**src/rtl/mem_port_arbiter.sv**
```systemverilog
// Arbitrates one multi-cycle memory port between instruction fetch (IF) and load/store (DM).
// Data requests win by default; a streak counter bounds how long a waiting fetch can be starved.
module mem_port_arbiter #(
    parameter int unsigned ADDR_W        = 32,
    parameter int unsigned DATA_W        = 32,
    parameter int unsigned MAX_DM_STREAK = 3
) (
    input  logic              clk,
    input  logic              reset,
    input  logic              if_req,
    input  logic [ADDR_W-1:0] if_addr,
    output logic              if_ready,
    output logic [DATA_W-1:0] if_rdata,
    input  logic              dm_req,
    input  logic              dm_we,
    input  logic [ADDR_W-1:0] dm_addr,
    input  logic [DATA_W-1:0] dm_wdata,
    output logic              dm_ready,
    output logic [DATA_W-1:0] dm_rdata,
    output logic              mem_valid,
    output logic              mem_we,
    output logic [ADDR_W-1:0] mem_addr,
    output logic [DATA_W-1:0] mem_wdata,
    input  logic [DATA_W-1:0] mem_rdata,
    input  logic              mem_ready
);

    localparam int unsigned STREAK_W = $clog2(MAX_DM_STREAK + 1);

    typedef enum logic [1:0] {
        IDLE = 2'd0,
        BUSY = 2'd1,
        DONE = 2'd2
    } state_e;

    state_e              state, state_n;
    logic                owner_dm, owner_dm_n;
    logic [STREAK_W-1:0] streak, streak_n;
    logic                mem_valid_n, mem_we_n, if_ready_n, dm_ready_n;
    logic [ADDR_W-1:0]   mem_addr_n;
    logic [DATA_W-1:0]   mem_wdata_n, if_rdata_n, dm_rdata_n;
    logic                streak_full, grant_dm, grant_if;

    // State and registered outputs
    always_ff @(posedge clk) begin
        if (!reset) begin
            state     <= IDLE;
            owner_dm  <= 1'b0;
            streak    <= '0;
            mem_valid <= 1'b0;
            mem_we    <= 1'b0;
            mem_addr  <= '0;
            mem_wdata <= '0;
            if_ready  <= 1'b0;
            dm_ready  <= 1'b0;
            if_rdata  <= '0;
            dm_rdata  <= '0;
        end else begin
            state     <= state_n;
            owner_dm  <= owner_dm_n;
            streak    <= streak_n;
            mem_valid <= mem_valid_n;
            mem_we    <= mem_we_n;
            mem_addr  <= mem_addr_n;
            mem_wdata <= mem_wdata_n;
            if_ready  <= if_ready_n;
            dm_ready  <= dm_ready_n;
            if_rdata  <= if_rdata_n;
            dm_rdata  <= dm_rdata_n;
        end
    end

    // Priority: DM wins unless it has already won MAX_DM_STREAK times while IF waited
    always_comb begin
        streak_full = (streak == STREAK_W'(MAX_DM_STREAK));
        grant_dm    = dm_req && (!if_req || !streak_full);
        grant_if    = if_req && !grant_dm;
    end

    // Next-state and output logic
    always_comb begin
        state_n     = state;
        owner_dm_n  = owner_dm;
        streak_n    = streak;
        mem_valid_n = mem_valid;
        mem_we_n    = mem_we;
        mem_addr_n  = mem_addr;
        mem_wdata_n = mem_wdata;
        if_ready_n  = 1'b0;
        dm_ready_n  = 1'b0;
        if_rdata_n  = if_rdata;
        dm_rdata_n  = dm_rdata;

        case (state)
            IDLE: begin
                if (grant_dm) begin
                    state_n     = BUSY;
                    owner_dm_n  = 1'b1;
                    mem_valid_n = 1'b1;
                    mem_we_n    = dm_we;
                    mem_addr_n  = dm_addr;
                    mem_wdata_n = dm_wdata;
                    if (if_req) begin
                        streak_n = streak_full ? streak : streak + STREAK_W'(1);
                    end else begin
                        streak_n = '0;
                    end
                end else if (grant_if) begin
                    state_n     = BUSY;
                    owner_dm_n  = 1'b0;
                    mem_valid_n = 1'b1;
                    mem_we_n    = 1'b0;
                    mem_addr_n  = if_addr;
                    streak_n    = '0;
                end
            end
            BUSY: begin
                if (mem_ready) begin
                    state_n     = DONE;
                    mem_valid_n = 1'b0;
                    if (owner_dm) begin
                        dm_ready_n = 1'b1;
                        if (!mem_we) begin
                            dm_rdata_n = mem_rdata;
                        end
                    end else begin
                        if_ready_n = 1'b1;
                        if_rdata_n = mem_rdata;
                    end
                end
            end
            // One-cycle gap so the finishing requester's still-high req is not re-granted
            DONE: begin
                state_n = IDLE;
            end
            default: begin
                state_n = IDLE;
            end
        endcase
    end

endmodule

```
**config.mk**
```make
export PLATFORM = sky130hd
export DESIGN_NAME = mem_port_arbiter
export DESIGN_NICKNAME = d
export VERILOG_FILES = /design/src/rtl/mem_port_arbiter.sv
export SDC_FILE = /design/constraint.sdc
export NUM_CORES = 1
export LEC_CHECK = 0
export ABC_AREA = 1
export CAP_MARGIN = 20
export CORE_ASPECT_RATIO = 2
export CORE_MARGIN = 4
export CORE_UTILIZATION = 44
export DETAILED_ROUTE_END_ITERATION = 7
export GPL_ROUTABILITY_DRIVEN = 1
export HOLD_SLACK_MARGIN = 0.03
export PLACE_DENSITY = 0.85
export RECOVER_POWER = 50
export SYNTH_ARGS = -nofsm -noshare
export SYNTH_HDL_FRONTEND = slang
export SYNTH_SLANG_ARGS = --single-unit
```
**constraint.sdc**
```tcl
create_clock -name clk -period 3.76 [get_ports clk]
set_input_delay 0.564 -clock clk [delete_from_list [all_inputs] [get_ports clk]]
set_output_delay 0.564 -clock clk [all_outputs]
set_load 0.02 [all_outputs]
```
==> results.py <==
metrics = {
    "status": {
        "status": "complete, but fails checks",
        "violations": "capacitance limit, slew limit",
    },
    "power_and_ir_drop": {
        "pwr-share-comb": 0.207,
        "ir_drop_mv": 0.322,
        "clkPwrFrac": 0.396,
        "switchingPower_mw": 1.17,
        "p_per_area_nw_per_um2": 457,
        "p_int_mw": 2.90,
        "swShare": 0.288,
        "seqPwrFrac": 0.397,
        "cellLeakagePower_nw": 4.26,
    },
    "critical_path": {
        "reg2reg_from": "state[0]$_SDFFE_PN0P_",
        "crit_path_max_fanout": 42,
        "slowest_delay_ns": 1.15,
        "r2r_slack_ns": 1.44,
        "reg2reg_to": "dm_rdata[31]$_SDFFE_PN0P_",
        "worst_ep_arrival_time_ns": 2.94,
        "r2r_cells": 6,
        "start_kind": "input pin",
        "crit_chain": "dlygate4sd3_1 -> nand3_1 -> nor2_2 -> buf_4 -> nand2_1 -> nand2_1 -> nor2_1",
        "slowest_stage": "nor2_2",
        "cpMostUsedCell": "nand2_1",
        "critPathRequiredTime_ns": 4.07,
        "crit_start": "mem_ready",
        "end_kind": "register",
        "crit_type": "in2reg",
    },
    "drt": {
        "postRouteAntennaNets": 0,
        "highest_layer": "met4",
        "vias_per_cell": 4.54,
        "wl_per_cell_um": 13.2,
        "drc_errors": 0,
        "route.met2.wl_mm": 8.98,
        "drt_wl_total_mm": 16.9,
        "m1WireLength_mm": 5.89,
        "dr.pass1.iters": 4,
        "vias": 5799,
        "drt_iter0_drc": 159,
        "route.met3.wl_mm": 1.07,
    },
    "die": {
        "core_um2": 12600,
        "ios": 266,
        "die_w_um": 88.3,
        "start_util": 0.450,
        "dieArea_um2": 14900,
        "fp-row-count": 58,
        "die_h_um": 169,
    },
    "timing": {
        "setup_ws_ns": 1.12,
        "finalSetupViolCount": 0,
        "hold_slack_ns": 0.472,
        "setup-tns-final_ns": 0,
        "fin_skew_ns": 0.0125,
        "final-max-slew-violation-count": 136,
        "relSlewSlack": -0.126,
        "finalHoldViolCount": 0,
        "post-route-min-period_ns": 2.64,
        "rsz0062_at_grt": "no",
        "max_slew.worst_pin.slew_ns": 1.69,
        "post-route-period-util": 0.702,
        "fmax_mhz": 379,
    },
    "placement": {
        "place_hpwl_mm": 12.7,
        "pre_cts_slack_ns": 1.30,
        "portBuffers": 265,
        "gp_congestion": 0.854,
    },
    "final_layout": {
        "final.fill_count": 1033,
        "syn_to_final_growth_pct": 56.8,
        "drive_above_1_share": 0.0426,
        "multi_input_area_um2": 2300,
        "fin_util": 0.705,
        "fin_nets": 1248,
        "ff_latch_area_um2": 2740,
    },
    "logic_synthesis": {
        "syn-cell-area_um2": 5680,
        "syn_inst": 867,
        "synth_fp_nets": 1002,
        "synth_warnings": 0,
        "muxShareOfSynthArea": 0,
        "yosys_register_bits": 137,
        "synth_area_per_cell_um2": 6.55,
        "synth-compound-area-share": 0.0617,
        "synth_top_family_by_area": "simple AND/OR/NAND/NOR gates",
        "synth_xor_area_frac": 0,
        "synth_adder_area_share": 0.00220,
        "ys_types": 19,
        "yosys.area_share.simple": 0.343,
        "yosysSeqAreaShare": 0.483,
    },
    "clock_network": {
        "cts_tree": "yes",
        "cts_sinks": 137,
        "htree_levels": 4,
        "ctsResizeCount": 0,
        "cts_root_buf": "clkbuf_16",
        "cts_setup_buffers": 0,
        "clk-insertion-delay-late_ns": 0.41,
        "ctsHoldBuffers": 0,
        "clk_pin_slew_ns": 0.06,
        "clock_path_buffers": 2,
        "numCtsBuffers": 17,
    },
    "global_routing": {
        "grt_overflow_total": 0,
        "grt_pass1_wl_mm": 26.0,
        "antenna_found_initial": 2,
        "grt_use_total": 0.226,
        "grt_max_degree": 93,
        "grt_pass1_vias": 5413,
    },
    "hold_path": {
        "hold_end": "mem_wdata[11]$_SDFFE_PN0P_",
        "holdPathStages": 2,
        "worst_hold_startpoint": "mem_wdata[11]$_SDFFE_PN0P_",
        "hold_class": "reg2reg",
    },
    "flow_run": {
        "maxCapViolations": 2,
    },
}
## power groups by stage
| stage | Combinational, mW | Sequential (mW) | Clock (mW) |
|---|---|---|---|
| finish | 0.841 | 1.62 | 1.61 |
| global route | 0.926 | 1.63 | 1.71 |
| CTS | 0.878 | 1.62 | 1.64 |
| detailed placement | 0.874 | 1.65 | 0 |
| global placement | 0.863 | 1.65 | 0 |
| floorplan | 0.315 | 1.78 | 0 |
## worst max-delay path, delay by kind of cell
kind	cells	cell delay [ns]
buffers and inverters	2	0.90
and+or+nand+nor	5	1.48
## layer usage
metal  vias to the layer above  GRT usage
met5                         -          0
met4                         0      0.139
met3                        54     0.0619
met2                       203      0.408
met1                      2488      0.217
li1                       3054          -
## how the worst max path moves through the flow
stage	to	slack, ns	depth (start not counted)
2_1_floorplan	mem_addr[10]$_SDFFE_PN0P_	2.40	7
3_3_place_gp	dm_rdata[31]$_SDFFE_PN0P_	1.36	7
3_5_place_dp	dm_rdata[24]$_SDFFE_PN0P_	1.30	7
4_1_cts	mem_we	1.71	1
5_1_grt	dm_rdata[31]$_SDFFE_PN0P_	0.88	7
6_report	dm_rdata[31]$_SDFFE_PN0P_	1.12	7
## flip-flops by register name, indices dropped and copies added, names as in the netlist
name / cells
dm_rdata: 32
if_rdata: 32
mem_addr: 32
mem_wdata: 32
state: 2
streak: 2
dm_ready: 1
if_ready: 1
mem_valid: 1
mem_we: 1
owner_dm: 1
## cell usage after synthesis, drive strengths merged
cell type / count / area share
buf: 33 / 0.033
clkbuf: 12 / 0.0079
nor2: 298 / 0.20
o21ai: 64 / 0.056
nor3b: 1 / 0.0013
ha: 1 / 0.0022
a21oi: 6 / 0.0053
nand2: 208 / 0.14
nand3: 3 / 0.0044
dfxtp: 137 / 0.48
inv: 104 / 0.069
## cell families after synthesis
family | count (synthesis)
and+or+nand+nor | 510
buffers and inverters | 149
AOI/OAI and AO/OA | 70
DFF | 137
adders and majority gates | 1
## cell usage in the layout (no fill, tap or decap)
master           synthesis  routed
o21ai_0                 31      31
nand2_2                  1       1
clkbuf_8                 0       1
buf_4                   11       7
o21ai_1                 33      33
clkinvlp_4               0       4
clkinv_1                 0       1
nor2_2                   3       4
nor2_1                 294     294
nand3_2                  2       1
diode_2                  0       2
nand3_1                  1       2
inv_8                    0       1
inv_1                  100     100
clkinv_4                 0       2
inv_6                    0       5
dlygate4sd3_1            0     105
dfxtp_1                137     137
nor3b_1                  1       1
ha_1                     1       1
bufinv_16                0       1
clkdlybuf4s50_1          0     159
clkbuf_1                12       1
nand2_1                207     207
a21oi_1                  6       6
inv_2                    4       3
clkbuf_2                 0       1
clkbuf_16                0      17
## layout make-up
class / instances / share of cell area
Antenna cell: 2 / 0.000562
Clock buffer: 19 / 0.0497
Clock inverter: 13 / 0.0149
Inverter: 104 / 0.0438
Multi-Input combinational cell: 581 / 0.259
Sequential cell: 137 / 0.308
Tap cell: 150 / 0.0211
Timing Repair Buffer: 272 / 0.303
## through the flow
step                instances  total power, mW  cell area [um^2]
floorplan                 867             2.10              5680
global placement         1244             2.51              8340
detailed placement       1244             2.53              8340
CTS                      1276             4.14              8910
global route             1278             4.27              8900
finish                   1278             4.07              8900
No activity file was read; power rests on OpenSTA's default activity.
